File: src/rtl/change_payout_sequencer.sv
// Greedy Rs.5/Rs.2/Rs.1 change payout sequencer with per-hopper req/ack timeout faults.
// Optional coin audit counters are enabled with `define COIN_AUDIT_EN.
module change_payout_sequencer #(
    parameter int AMT_W       = 4,
    parameter int ACK_TIMEOUT = 16,
    parameter int GAP_CYCLES  = 2
) (
    input  logic             clk,
    input  logic             reset,
    input  logic             start,
    input  logic [AMT_W-1:0] amount,
    output logic             busy,
    output logic [2:0]       hopper_req,
    input  logic             hopper_ack,
    input  logic [2:0]       hopper_empty,
    output logic             done,
    output logic [AMT_W-1:0] paid,
    output logic [AMT_W-1:0] shortfall,
    output logic [2:0]       fault
`ifdef COIN_AUDIT_EN
    ,
    output logic [7:0]       audit_5,
    output logic [7:0]       audit_2,
    output logic [7:0]       audit_1
`endif
);

    localparam int TW = $clog2(ACK_TIMEOUT + GAP_CYCLES + 1);

    typedef enum logic [2:0] {IDLE, PICK, EJECT, GAP, DONE} state_t;

    state_t           state_q, state_d;
    logic [AMT_W-1:0] rem_q, rem_d;
    logic [AMT_W-1:0] paid_q, paid_d;
    logic [AMT_W-1:0] short_q, short_d;
    logic [2:0]       fault_q, fault_d;
    logic [2:0]       coin_q, coin_d;
    logic [2:0]       req_q, req_d;
    logic [TW-1:0]    timer_q, timer_d;
    logic             busy_q, busy_d;
    logic             done_q, done_d;
    logic [2:0]       pick_s;

    function automatic logic [AMT_W-1:0] coin_value(input logic [2:0] coin);
        case (coin)
            3'b100:  coin_value = AMT_W'(32'd5);
            3'b010:  coin_value = AMT_W'(32'd2);
            3'b001:  coin_value = AMT_W'(32'd1);
            default: coin_value = '0;
        endcase
    endfunction

    // Largest eligible coin for the remaining amount; zero means nothing can be paid.
    always_comb begin
        pick_s = 3'b000;
        if (rem_q == '0) begin
            pick_s = 3'b000;
        end else if (rem_q >= AMT_W'(32'd5) && !hopper_empty[2] && !fault_q[2]) begin
            pick_s = 3'b100;
        end else if (rem_q >= AMT_W'(32'd2) && !hopper_empty[1] && !fault_q[1]) begin
            pick_s = 3'b010;
        end else if (!hopper_empty[0] && !fault_q[0]) begin
            pick_s = 3'b001;
        end else begin
            pick_s = 3'b000;
        end
    end

    // Next-state and registered-output logic.
    always_comb begin
        state_d = state_q;
        rem_d   = rem_q;
        paid_d  = paid_q;
        short_d = short_q;
        fault_d = fault_q;
        coin_d  = coin_q;
        timer_d = timer_q;
        busy_d  = busy_q;
        req_d   = 3'b000;
        done_d  = 1'b0;
        case (state_q)
            IDLE: begin
                if (start) begin
                    rem_d   = amount;
                    paid_d  = '0;
                    busy_d  = 1'b1;
                    state_d = PICK;
                end else begin
                    state_d = IDLE;
                end
            end
            PICK: begin
                if (pick_s != 3'b000) begin
                    coin_d  = pick_s;
                    req_d   = pick_s;
                    timer_d = '0;
                    state_d = EJECT;
                end else begin
                    short_d = rem_q;
                    done_d  = 1'b1;
                    state_d = DONE;
                end
            end
            EJECT: begin
                // An ack on the final timeout cycle still counts as a successful eject.
                if (hopper_ack) begin
                    rem_d   = rem_q - coin_value(coin_q);
                    paid_d  = paid_q + coin_value(coin_q);
                    timer_d = '0;
                    state_d = GAP;
                end else if (timer_q == TW'(ACK_TIMEOUT - 1)) begin
                    fault_d = fault_q | coin_q;
                    state_d = PICK;
                end else begin
                    timer_d = timer_q + TW'(1);
                    req_d   = coin_q;
                end
            end
            GAP: begin
                if (timer_q == TW'(GAP_CYCLES - 1)) begin
                    state_d = PICK;
                end else begin
                    timer_d = timer_q + TW'(1);
                end
            end
            DONE: begin
                busy_d  = 1'b0;
                state_d = IDLE;
            end
            default: begin
                busy_d  = 1'b0;
                state_d = IDLE;
            end
        endcase
    end

    // State and output registers.
    always_ff @(posedge clk) begin
        if (reset) begin
            state_q <= IDLE;
            rem_q   <= '0;
            paid_q  <= '0;
            short_q <= '0;
            fault_q <= 3'b000;
            coin_q  <= 3'b000;
            req_q   <= 3'b000;
            timer_q <= '0;
            busy_q  <= 1'b0;
            done_q  <= 1'b0;
        end else begin
            state_q <= state_d;
            rem_q   <= rem_d;
            paid_q  <= paid_d;
            short_q <= short_d;
            fault_q <= fault_d;
            coin_q  <= coin_d;
            req_q   <= req_d;
            timer_q <= timer_d;
            busy_q  <= busy_d;
            done_q  <= done_d;
        end
    end

    assign busy       = busy_q;
    assign hopper_req = req_q;
    assign done       = done_q;
    assign paid       = paid_q;
    assign shortfall  = short_q;
    assign fault      = fault_q;

`ifdef COIN_AUDIT_EN
    logic [7:0] audit_5_q, audit_5_d;
    logic [7:0] audit_2_q, audit_2_d;
    logic [7:0] audit_1_q, audit_1_d;

    // Saturating per-denomination counts of acked coins.
    always_comb begin
        audit_5_d = audit_5_q;
        audit_2_d = audit_2_q;
        audit_1_d = audit_1_q;
        if (state_q == EJECT && hopper_ack) begin
            case (coin_q)
                3'b100:  audit_5_d = (audit_5_q == 8'd255) ? audit_5_q : audit_5_q + 8'd1;
                3'b010:  audit_2_d = (audit_2_q == 8'd255) ? audit_2_q : audit_2_q + 8'd1;
                3'b001:  audit_1_d = (audit_1_q == 8'd255) ? audit_1_q : audit_1_q + 8'd1;
                default: audit_1_d = audit_1_q;
            endcase
        end else begin
            audit_1_d = audit_1_q;
        end
    end

    // Audit counter registers, cleared only by reset.
    always_ff @(posedge clk) begin
        if (reset) begin
            audit_5_q <= 8'd0;
            audit_2_q <= 8'd0;
            audit_1_q <= 8'd0;
        end else begin
            audit_5_q <= audit_5_d;
            audit_2_q <= audit_2_d;
            audit_1_q <= audit_1_d;
        end
    end

    assign audit_5 = audit_5_q;
    assign audit_2 = audit_2_q;
    assign audit_1 = audit_1_q;
`endif

endmodule

File: config.mk
export PLATFORM = sky130hd
export DESIGN_NAME = change_payout_sequencer
export DESIGN_NICKNAME = d
export VERILOG_FILES = /design/src/rtl/change_payout_sequencer.sv
export SDC_FILE = /design/constraint.sdc
export NUM_CORES = 1
export LEC_CHECK = 0
export ABC_AREA = 1
export CAP_MARGIN = 5
export CORE_MARGIN = 2
export CORE_UTILIZATION = 45
export DETAILED_ROUTE_END_ITERATION = 10
export GPL_TIMING_DRIVEN = 0
export PLACE_DENSITY = 0.65
export SLEW_MARGIN = 20
export SYNTH_ARGS = -nofsm -noshare
export SYNTH_HDL_FRONTEND = slang
export SYNTH_SLANG_ARGS = --single-unit
export TNS_END_PERCENT = 100
File: constraint.sdc
create_clock -name clk -period 3.42 [get_ports clk]
set_clock_uncertainty 0.1 [all_clocks]
set_input_delay 0.513 -clock clk [delete_from_list [all_inputs] [get_ports clk]]
set_output_delay 0.513 -clock clk [all_outputs]
set_load 0.02 [all_outputs]
Word level (Yosys, flattened, before mapping)
Cells that the tools add are included.

word-level totals
  input port bits = 11
  output and inout bits = 16
  flip-flop bits (word level) = 31
  word-level logic and storage cells = 91

cells by class
  reduce and logical (&&, ||, !) cells = 25
  bitwise gates (word level) = 5
  add/subtract/negate cells = 3
  mux-type cells = 31
  magnitude comparators = 2
  equal/unequal tests = 15

operators by type and width
  kind                                                                                 count
  3-bit 2-to-1 mux                                                                     9
  4-bit 2-to-1 mux                                                                     6
  5-bit 2-to-1 mux                                                                     4
  4-bit one-hot mux with 2 select lines                                                2
  5-bit one-hot mux with 3 select lines                                                1
  3-bit one-hot mux with 4 select lines                                                1
  2-bit inequality test, second input constant                                         5
  3-bit by 2-bit == test with 1-bit output, second input constant                      3
  3-bit one-hot mux with 3 select lines                                                1
  2-bit AND reduction                                                                  4
  3-bit by 1-bit == test with 1-bit output, second input constant                      2
  1-bit zero test                                                                      6
  3-bit inequality test, second input constant                                         2
  3-bit one-hot mux with 2 select lines                                                1
  3-bit AND reduction                                                                  2
  3-bit nonzero test                                                                   2
  5-bit by 1-bit adder with 5-bit output, second input constant                        1
  5-bit by 1-bit == test with 1-bit output, second input constant                      1
  5-bit by 4-bit == test with 1-bit output, second input constant                      1
  1-bit logical AND                                                                    5
  4-bit adder                                                                          1
  4-bit by 2-bit greater-or-equal comparator with 1-bit output, second input constant  1
  4-bit by 3-bit greater-or-equal comparator with 1-bit output, second input constant  1
  4-bit zero test                                                                      1
  12 further kinds                                                                     18

Depth between registers and ports, before layout
Gate-level depths: netlist (run 1).

  word-level depth = 9
  mapped depth = 11
  depth with buffers taken out = 11

Worst setup path after synthesis (run 1)
Ideal clock, no wire load.

  path type = reg-to-reg
  from = reg coin_q[1]
  to = reg rem_q[1]
  arrival = 1.652 ns
  library setup time = 0.070 ns
  period minus slack after synthesis = 1.821 ns
  setup slack = 1.599 ns
  buffers on the path = 0
  cell stages (with the launch flop) = 7
  required time = 3.250 ns
  path through = dfxtp_1 inv_1 nor3_1 fa_1 o21ai_0 o21ai_0 a21oi_1

on the way
  word-level cells in the longest chain between the ends = 7
  elaborated cells on any way between the ends = 9
  classes of those cells = add/sub: 1; eq/ne: 3; mux: 5

RTL lines
  element                                                                 RTL line  RTL
  from (decl)                                                             37        logic [2:0] coin_q, coin_d;
  from (signal assigned)                                                  156       coin_q <= coin_d;
  3-bit by 1-bit == test with 1-bit output, or another cell as far along  45        case (coin)
  3-bit one-hot mux with 3 select lines *                                 45
  4-bit 2-to-1 mux *                                                      106       if (hopper_ack) begin
  4-bit 2-to-1 mux *                                                      81        case (state_q)
  4-bit subtractor *                                                      107       rem_d = rem_q - coin_value(coin_q);
  4-bit 2-to-1 mux *                                                      106
  4-bit one-hot mux with 2 select lines *                                 81
  to (signal assigned)                                                    152       rem_q <= rem_d;
  to (decl)                                                               33        logic [AMT_W-1:0] rem_q, rem_d;

Every way passes the cells marked *; elsewhere a longest branch is shown, timed or not. The select of a mux whose other input is x is not followed.
A chain may end at the register's enable or synchronous reset.

Worst setup path after layout (run 1)
Same ends and word-level chain as after synthesis.

==> metrics, run 1 <==
share of cells above drive strength 1 10.9%; yosys synthesis warning count 0; Filler cells 374; cell count of the worst reg-to-reg path 6; reg2reg start coin_q[1]; Crit path required time 3.54 ns; CTS sink cnt 31; Worst setup SP type flop; cts-stage hold buffer count 0; Final Total Pwr 0.00127 W; final setup margin 1.36 ns; Boundary Pins 27; synthesized area per cell 7.28 sq um; worst path bufs/invs 1; root buffer cell clkbuf_8; DRT Pass-1 Iters 4; DP HPWL 2830 microns; n_diodes 0; drt total wl 3690 microns; Starting Density 46.5%; Die Ht 65.3 microns; CTS Buf Count 5; vias per std cell 4.93; sequential share of the synthesized area 36.7%; R2R setup slack 1.36 ns; cts repair resizes 0; cell depth of the worst hold path 2; Hold Path Class reg2reg; Max stage delay on crit path 0.52 ns; vias 1543; dominant cell type by area after synthesis dfxtp_1; Final nets 287; CP max stage cell fa_1; Worst Tran Pin Value 0.649 ns; DP Cell Count 306; Cell variety after synth 23; Critical Path Start coin_q[1]; DRC 0; Synth Area in Compound Gates 11.7%; Final setup viols 0; status finished clean; Mapped Cells 232; placement row count 22; Post-DRT Antenna Nets 0; storage element area 621 sq um; Top delay family on crit path adder cells; first-pass GRT wire length 6190 microns; Post-Synth Simple-Gate Area 32.5%; number of H-tree levels 2; Adder-Cell Fraction of Synth Area 9.04%; area of the multi-input gates 926 sq um; Die ar. 0.00426 sq mm; XOR/XNOR share of the synthesized area 1.56%; area grow syn2layout 24.1%; 1st-iter DRT viols 92; Final Cycle Share 60.3%; Post-CTS Setup Inserts 0; CP Max Fanout 5; mapped cell area 0.00169 sq mm; relative slew slack 56.4%; Setup CP Type reg2reg; Top cell by count, worst path o21ai_0; Area contributors post-synth dfxtp_1 37%, nand2_1 12%, a21oi_1 8.9%; grt ovf 0; Final Hold Viols 0; P per Cell Area 604 mW/mm^2; routability cong. 0.808; Total GRT Usage 19.2%; mux share of post-synthesis cell area 0%; Final Max Slew Viols 0; largest net degree at the start of global routing 11; crit path DAT 2.18 ns; main combinational cell family by area after synthesis simple AND/OR/NAND/NOR gates; clock latency on the worst-skew pair 0.29 ns; min cycle time layout 2.06 ns; Max VDD drop 0.000250 V; final cell count without fillers 313; RSZ-0062 raised after global routing no; Fmax achieved 485 MHz; CTS tree done; worst hold margin 0.368 ns; Yosys reg bits 31; vias in the first global route 1386; reg2reg end rem_q[1]; P_leak 0.886 nW; clock transition at the registers of the reported paths 0.07 ns; Die Wd 65.3 microns; Port Buffers 26; Fin Setup TNS 0 ns; Wirelength per Cell 11.8 microns; initial antenna violation count 0; CP endpoint rem_q[1]; min-delay src shortfall[1]; pre-CTS WS 1.29 ns; syn_nets 254; Core ar. 0.00363 sq mm; worst-case clock buffer depth 2; share of the synthesized area in the top cell type 36.7%; Crit. path cell count 6; Worst Setup End Kind flop; Max Cap Viol 0; cell breakdown of the critical path inv_1 > nor3_1 > fa_1 > o21ai_0 > o21ai_0 > a21oi_1
## flip-flops by register name (all words and copies together), names as in the netlist
register and cells:
state_q 3, fault 3, shortfall 4, rem_q 4, coin_q 3, hopper_req 3, paid 4, busy 1
done 1, timer_q 5
## Yosys cell counts
master / number
a21oi_1: 30
buf_6: 2
clkbuf_1: 2
dfxtp_1: 31
fa_1: 2
ha_1: 9
inv_1: 26
inv_2: 4
nand2_1: 53
nand2_2: 4
nand2_4: 2
nand3_1: 24
nand4_1: 2
nand4_4: 1
nor2_1: 18
nor2_2: 3
nor2_4: 3
nor3_1: 3
nor3b_1: 1
o21ai_0: 6
o21ai_2: 2
or2_2: 1
xor2_1: 3
## cell usage in the layout (no fill, tap or decap), drive strengths merged, types with 8 or more instances in the layout
master	instances
clkbuf	8
dfxtp	31
nand2	59
ha	9
a21oi	30
nor2	24
o21ai	8
inv	30
clkdlybuf4s50	26
nand3	24
## power breakdown
| part | internal (W) | switching, W | total, W | leakage (nW) |
|---|---|---|---|---|
| registers | 0.000419 | 0.0000617 | 0.000480 | 0.252 |
| logic | 0.000188 | 0.000308 | 0.000496 | 0.587 |
| clock network | 0.000158 | 0.000134 | 0.000291 | 0.0470 |
## metal layers
metal,part of all wire (%),global-route usage [%],vias to the layer above
li1,-,-,816
met1,46,24.8,693
met2,48,30.4,28
met3,4.1,5.31,6
met4,1.7,7.81,0
met5,0,0,-
## cell type report
type / instances / area share, %
multi-input combinational: 167 / 44.2
sequential: 31 / 29.6
timing repair buffer: 26 / 12.4
inverter: 30 / 5.37
clock buffer: 6 / 3.94
tap: 48 / 2.86
buffer: 4 / 1.43
clock inverter: 1 / 0.239
## through the flow
| stage | utilization, % | instance area (sq um) |
|---|---|---|
| final | 57.7 | 2100 |
| after global routing | 57.7 | 2100 |
| after CTS | 57.7 | 2100 |
| after detailed placement | 55.3 | 2010 |
| after global placement | 55.3 | 2010 |
| after floorplan | - | 1690 |
## tightest hold or removal path: cells and delay by family (launching register included)
family,cells,cell delay (ns)
simple gates,1,0.06
compound gates,1,0.05
flops,1,0.31
## cells by family (layout without fill, tap and decap cells)
logic type / count (synthesis) / count (layout)
and+or+nand+nor: 115 / 115
buffers and inverters: 34 / 67
adders and majority gates: 11 / 11
DFF: 31 / 31
AOI/OAI and AO/OA: 38 / 38
xor gates and xnor gates: 3 / 3
## worst min-delay path by stage
stage	slack, ns	endpoint
2_1_floorplan	0.36	rem_q[0]
3_3_place_gp	0.35	shortfall[2]
3_5_place_dp	0.36	shortfall[1]
4_1_cts	0.37	shortfall[1]
5_1_grt	0.39	shortfall[3]
6_report	0.37	shortfall[1]
(Power assumes the default switching activity.)
==> run 2: changes to the inputs <==
- clock period: 3.42 -> 2.1 ns (I/O delays scaled with it)
==> run 2 against run 1 <==
Compared with the run above:
- sequential power up 63%
- first-iteration DRC count up 18%
- critical path type unchanged
- total power up 64%
- largest power group unchanged
- critical path depth up 3
- utilization up 0.48 points
- worst hold slack about the same
- cell area up 0.84%
- global-route usage unchanged
- combinational power up 65%
- fmax up 4.1%
- wire length up 0.81%
==> metrics, run 2 (synthesis results as in run 1) <==
status finished clean (unchanged); largest net degree at the start of global routing 11 (unchanged); Max Cap Viol 0 (unchanged); final setup margin 0.118 ns (was 1.36 ns); Total GRT Usage 19.2% (unchanged); Boundary Pins 27 (unchanged); crit path DAT 2.10 ns (was 2.18 ns); Core ar. 0.00363 sq mm (unchanged); max reg flops 5 (unchanged); P per Cell Area 982 mW/mm^2 (was 604 mW/mm^2); Setup CP Type reg2reg (unchanged); CP Max Fanout 5 (unchanged); root buffer cell clkbuf_8 (unchanged); Crit path required time 2.22 ns (was 3.54 ns); CTS sink cnt 31 (unchanged); grt ovf 0 (unchanged); drt total wl 3720 microns (was 3690 microns); most frequent cells in the layout 53 x nand2_1, 30 x a21oi_1, 29 x dfxtp_1 (was 53 x nand2_1, 31 x dfxtp_1, 30 x a21oi_1); Util after Layout 58.2% (was 57.7%); clock latency on the worst-skew pair 0.29 ns (about the same); 1st-iter DRT viols 109 (was 92); Die ar. 0.00426 sq mm (unchanged); area grow syn2layout 25.2% (was 24.1%); Wirelength per Cell 11.9 microns (was 11.8 microns); relative slew slack 69.3% (was 56.4%); min cycle time layout 1.98 ns (was 2.06 ns); Fmax achieved 505 MHz (was 485 MHz); Final Max Slew Viols 0 (unchanged); commonest non-fill, non-tap cell in the layout nand2_1 (unchanged); min-delay src shortfall[1] (unchanged); DRT Pass-1 Iters 4 (unchanged); Post-DRT Antenna Nets 0 (unchanged); final instance area 0.00211 sq mm (was 0.00210 sq mm); Max VDD drop 0.000411 V (was 0.000250 V); Hold Path Class reg2reg (unchanged); CTS Buf Count 5 (unchanged); vias in the first global route 1386 (unchanged); Starting Density 46.5% (unchanged); initial antenna violation count 0 (unchanged); DP Cell Count 306 (unchanged); Worst Tran Pin Value 0.460 ns (was 0.649 ns); clock transition at the registers of the reported paths 0.07 ns (about the same); Placed Area 0.00201 sq mm (unchanged); cell count of the worst reg-to-reg path 9 (was 6); DP HPWL 2830 microns (unchanged); Final Hold Viols 0 (unchanged); reg2reg start coin_q[1] (unchanged); Die Wd 65.3 microns (unchanged); first-pass GRT wire length 6190 microns (unchanged); n_diodes 0 (unchanged); Worst Setup End Kind flop (unchanged); Fin Setup TNS 0 ns (unchanged); pre-CTS WS 0.0155 ns (was 1.29 ns); vias per std cell 4.96 (was 4.93); Worst setup SP type flop (unchanged); Final nets 288 (was 287); reg2reg end paid[2] (was rem_q[1]); Final setup viols 0 (unchanged); final cell count without fillers 314 (was 313); share of cells above drive strength 1 12.8% (was 10.9%); cts-stage hold buffer count 0 (unchanged); Top reg by flops timer_q (unchanged); routability cong. 0.808 (unchanged); hold worst-path end shortfall[1] (unchanged); Final Cycle Share 94.4% (was 60.3%); vias 1556 (was 1543); number of H-tree levels 2 (unchanged); P_leak 0.897 nW (was 0.886 nW); worst-case clock buffer depth 2 (unchanged); CTS tree done (unchanged); R2R setup slack 0.12 ns (was 1.36 ns); cell depth of the worst hold path 2 (unchanged); DRC 0 (unchanged); placement row count 22 (unchanged); Die Ht 65.3 microns (unchanged); Port Buffers 26 (unchanged)
## run 2: cell types whose count changed in the layout (fill, tap and decap cells not counted), sizes merged
cell / previous run / this run
buf: 2 / 3
## run 2: worst max path at each step
stage,endpoint,from,cells past startpoint
4_1_cts,rem_q[1],coin_q[1],6
5_1_grt,rem_q[1],coin_q[1],8
6_report,paid[2],coin_q[1],9
2_1_floorplan,rem_q[1],coin_q[1],6
3_3_place_gp,rem_q[1],coin_q[1],6
3_5_place_dp,rem_q[1],coin_q[1],6
## run 2: area by class of cell
cell class                 count  area, sq um
multi-input combinational    167          933
clock buffer                   6         82.6
inverter                      30          113
sequential                    31          623
timing repair buffer          27          268
tap                           48         60.1
clock inverter                 1         5.00
buffer                         4         30.0
fill                         369         1520
## run 2: layer usage
metal  up-vias  GRT usage, %  share of wire, %
met4         0          7.81               1.7
met5         -             0                 0
met2        34          30.4                48
met3         6          5.31               4.5
li1        820             -                 -
met1       696          24.8                45
## run 2: stage by stage
stage	hold slack (ns)	power, W
floorplan	0.284	0.00140
global placement	0.350	0.00160
detailed placement	0.356	0.00160
CTS	0.367	0.00209
global route	0.390	0.00224
finish	0.368	0.00208
## run 2: worst max-delay path: stages, from the launching register on
cell     delay (ns)
dfxtp_1        0.41
inv_1          0.09
o21ai_0        0.09
a21oi_1        0.10
buf_4          0.15
ha_1           0.20
fa_1           0.38
xor2_1         0.17
nand3_1        0.09
a21oi_1        0.13
## run 2: where the power goes
part / internal [W] / total (W) / switching, W
Sequential: 0.000683 / 0.000783 / 0.000101
Combinational: 0.000311 / 0.000817 / 0.000506
Clock: 0.000257 / 0.000477 / 0.000220
Total: 0.00125 / 0.00208 / 0.000827
## run 2: timing repair
action	in CTS	in global routing
gates resized for setup	0	4
setup buffers	0	1
setup endpoints to repair	0	9
==> run 3: changes to the inputs <==
- CTS_BUF_LIST: not set -> sky130_fd_sc_hd__clkbuf_4
==> run 3 against run 2 <==
Compared with the run above:
- wire length is 0.64% lower
- clock-buffer cell count shrank 1
- die area is the same
- clock power down 32%
- via count increased by 0.64%
- first-iteration DRC count decreased by 37%
- sequential power barely moved
- register-to-register slack about the same
- worst hold slack better by 0.0025 ns
- utilization is 1.1 points lower
- non-clock buffer count unchanged
- critical path depth did not move
- critical path type unchanged
- largest power group unchanged
==> metrics, run 3 (synthesis results as in run 1) <==
status finished clean (unchanged); Max Used Layer met4 (unchanged); Top reg by flops timer_q (unchanged); Die Ht 65.3 microns (unchanged); area of the multi-input gates 933 sq um (unchanged); CP Max Fanout 5 (unchanged); first-pass GRT wire length 6180 microns (was 6190 microns); Final Total Pwr 0.00192 W (was 0.00208 W); Max VDD drop 0.000356 V (was 0.000411 V); n_diodes 0 (unchanged); root buffer cell clkbuf_4 (was clkbuf_8); DRT Pass-1 Iters 4 (unchanged); Starting Density 46.5% (unchanged); vias in the first global route 1389 (was 1386); Final Cycle Share 94.7% (was 94.4%); max reg flops 5 (unchanged); reg2reg end paid[2] (unchanged); Max Cap Viol 0 (unchanged); Die Wd 65.3 microns (unchanged); share of cells above drive strength 1 12.4% (was 12.8%); Final nets 288 (unchanged); P per Cell Area 926 mW/mm^2 (was 982 mW/mm^2); storage element area 623 sq um (unchanged); Worst Setup End Kind flop (unchanged); Setup CP Type reg2reg (unchanged); Wirelength per Cell 11.8 microns (was 11.9 microns); vias per std cell 4.99 (was 4.96); clock latency on the worst-skew pair 0.34 ns (was 0.29 ns); number of H-tree levels 2 (unchanged); Port Buffers 26 (unchanged); placement row count 22 (unchanged); drt total wl 3700 microns (was 3720 microns); largest net degree at the start of global routing 11 (unchanged); routability cong. 0.808 (unchanged); met3 wire len 176 microns (was 169 microns); Fmax achieved 503 MHz (was 505 MHz); Worst Tran Pin Value 0.460 ns (about the same); CTS tree done (unchanged); Final Max Slew Viols 0 (unchanged); R2R setup slack 0.11 ns (was 0.12 ns); Hold Path Class reg2reg (unchanged); cell depth of the worst hold path 2 (unchanged); P_leak 0.879 nW (was 0.897 nW); reg2reg start coin_q[1] (unchanged); most frequent cells in the layout 53 x nand2_1, 30 x a21oi_1, 29 x dfxtp_1 (unchanged); CTS Buf Count 5 (unchanged); commonest non-fill, non-tap cell in the layout nand2_1 (unchanged); grt ovf 0 (unchanged); Final Hold Viols 0 (unchanged); Crit path required time 2.27 ns (was 2.22 ns); CTS sink cnt 31 (unchanged); 1st-iter DRT viols 69 (was 109); DP HPWL 2830 microns (unchanged); Total GRT Usage 19.1% (was 19.2%); Critical Path Start coin_q[1] (unchanged); cell count of the worst reg-to-reg path 9 (unchanged); Post-DRT Antenna Nets 0 (unchanged); cts-stage hold buffer count 0 (unchanged); crit path DAT 2.16 ns (was 2.10 ns); min-delay src shortfall[1] (unchanged); initial antenna violation count 0 (unchanged); final setup margin 0.112 ns (was 0.118 ns); Core ar. 0.00363 sq mm (unchanged); Boundary Pins 27 (unchanged); hold worst-path end shortfall[1] (unchanged); Final setup viols 0 (unchanged); vias 1566 (was 1556); relative slew slack 69.3% (about the same); met2 wire len 1760 microns (was 1810 microns); clock transition at the registers of the reported paths 0.10 ns (was 0.07 ns); Die ar. 0.00426 sq mm (unchanged); DRC 0 (unchanged); pre-CTS WS 0.0155 ns (unchanged); Worst setup SP type flop (unchanged); Filler cells 370 (was 369); area grow syn2layout 22.7% (was 25.2%); worst-case clock buffer depth 2 (unchanged); M1 wire length 1690 microns (about the same); min cycle time layout 1.99 ns (was 1.98 ns)
-- run 3: cell types whose count changed in the layout (fill, tap and decap cells not counted) --
cell	change
clkbuf_4	+5
clkbuf_8	-6
clkinv_1	+1
-- run 3: how the worst max path moves through the flow --
stage	end	slack (ns)	cells past startpoint
after floorplan	rem_q[1]	0.28	6
after global placement	rem_q[1]	0.01	6
after detailed placement	rem_q[1]	0.02	6
after CTS	timer_q[3]	0.06	9
after global routing	rem_q[1]	-0.05	8
final	paid[2]	0.11	9
-- run 3: critical path, cell delays in order (launching register included) --
cell	delay, ns
dfxtp_1	0.42
inv_1	0.09
o21ai_0	0.09
a21oi_1	0.10
buf_4	0.15
ha_1	0.20
fa_1	0.38
xor2_1	0.17
nand3_1	0.09
a21oi_1	0.13
-- run 3: cell type report --
cell class,instances,share of cell area [%]
Multi-Input combinational cell,167,45.0
Sequential cell,31,30.1
Timing Repair Buffer,27,12.9
Inverter,30,5.43
Tap cell,48,2.90
Clock buffer,5,1.81
Buffer,4,1.45
Clock inverter,2,0.422
-- run 3: repair_timing --
item / CTS / global route
setup endpoints to repair: 1 / 8
gates cloned: 0 / 0
resized for setup: 1 / 3
setup buffers: 0 / 1
-- run 3: through the flow --
stage	TNS, ns	instances	util [%]	area [sq um]	hold slack [ns]
finish	0	314	57.1	2070	0.370
CTS	0	313	56.7	2060	0.372
global route	-0.0856	314	57.1	2070	0.394
global placement	0	306	55.3	2010	0.350
detailed placement	0	306	55.3	2010	0.356
floorplan	0	232	-	1690	0.284
-- run 3: routing by layer --
metal,vias up,global-route usage (%)
met3,8,5.99
met1,700,24.4
li1,822,-
met5,-,0
met4,0,8.07
met2,36,29.7
-- run 3: power breakdown --
part / switching (W) / internal (W) / leakage [nW]
clock network: 0.000205 / 0.000118 / 0.0285
registers: 0.0000998 / 0.000682 / 0.253
logic: 0.000505 / 0.000310 / 0.597
total: 0.000809 / 0.00111 / 0.879
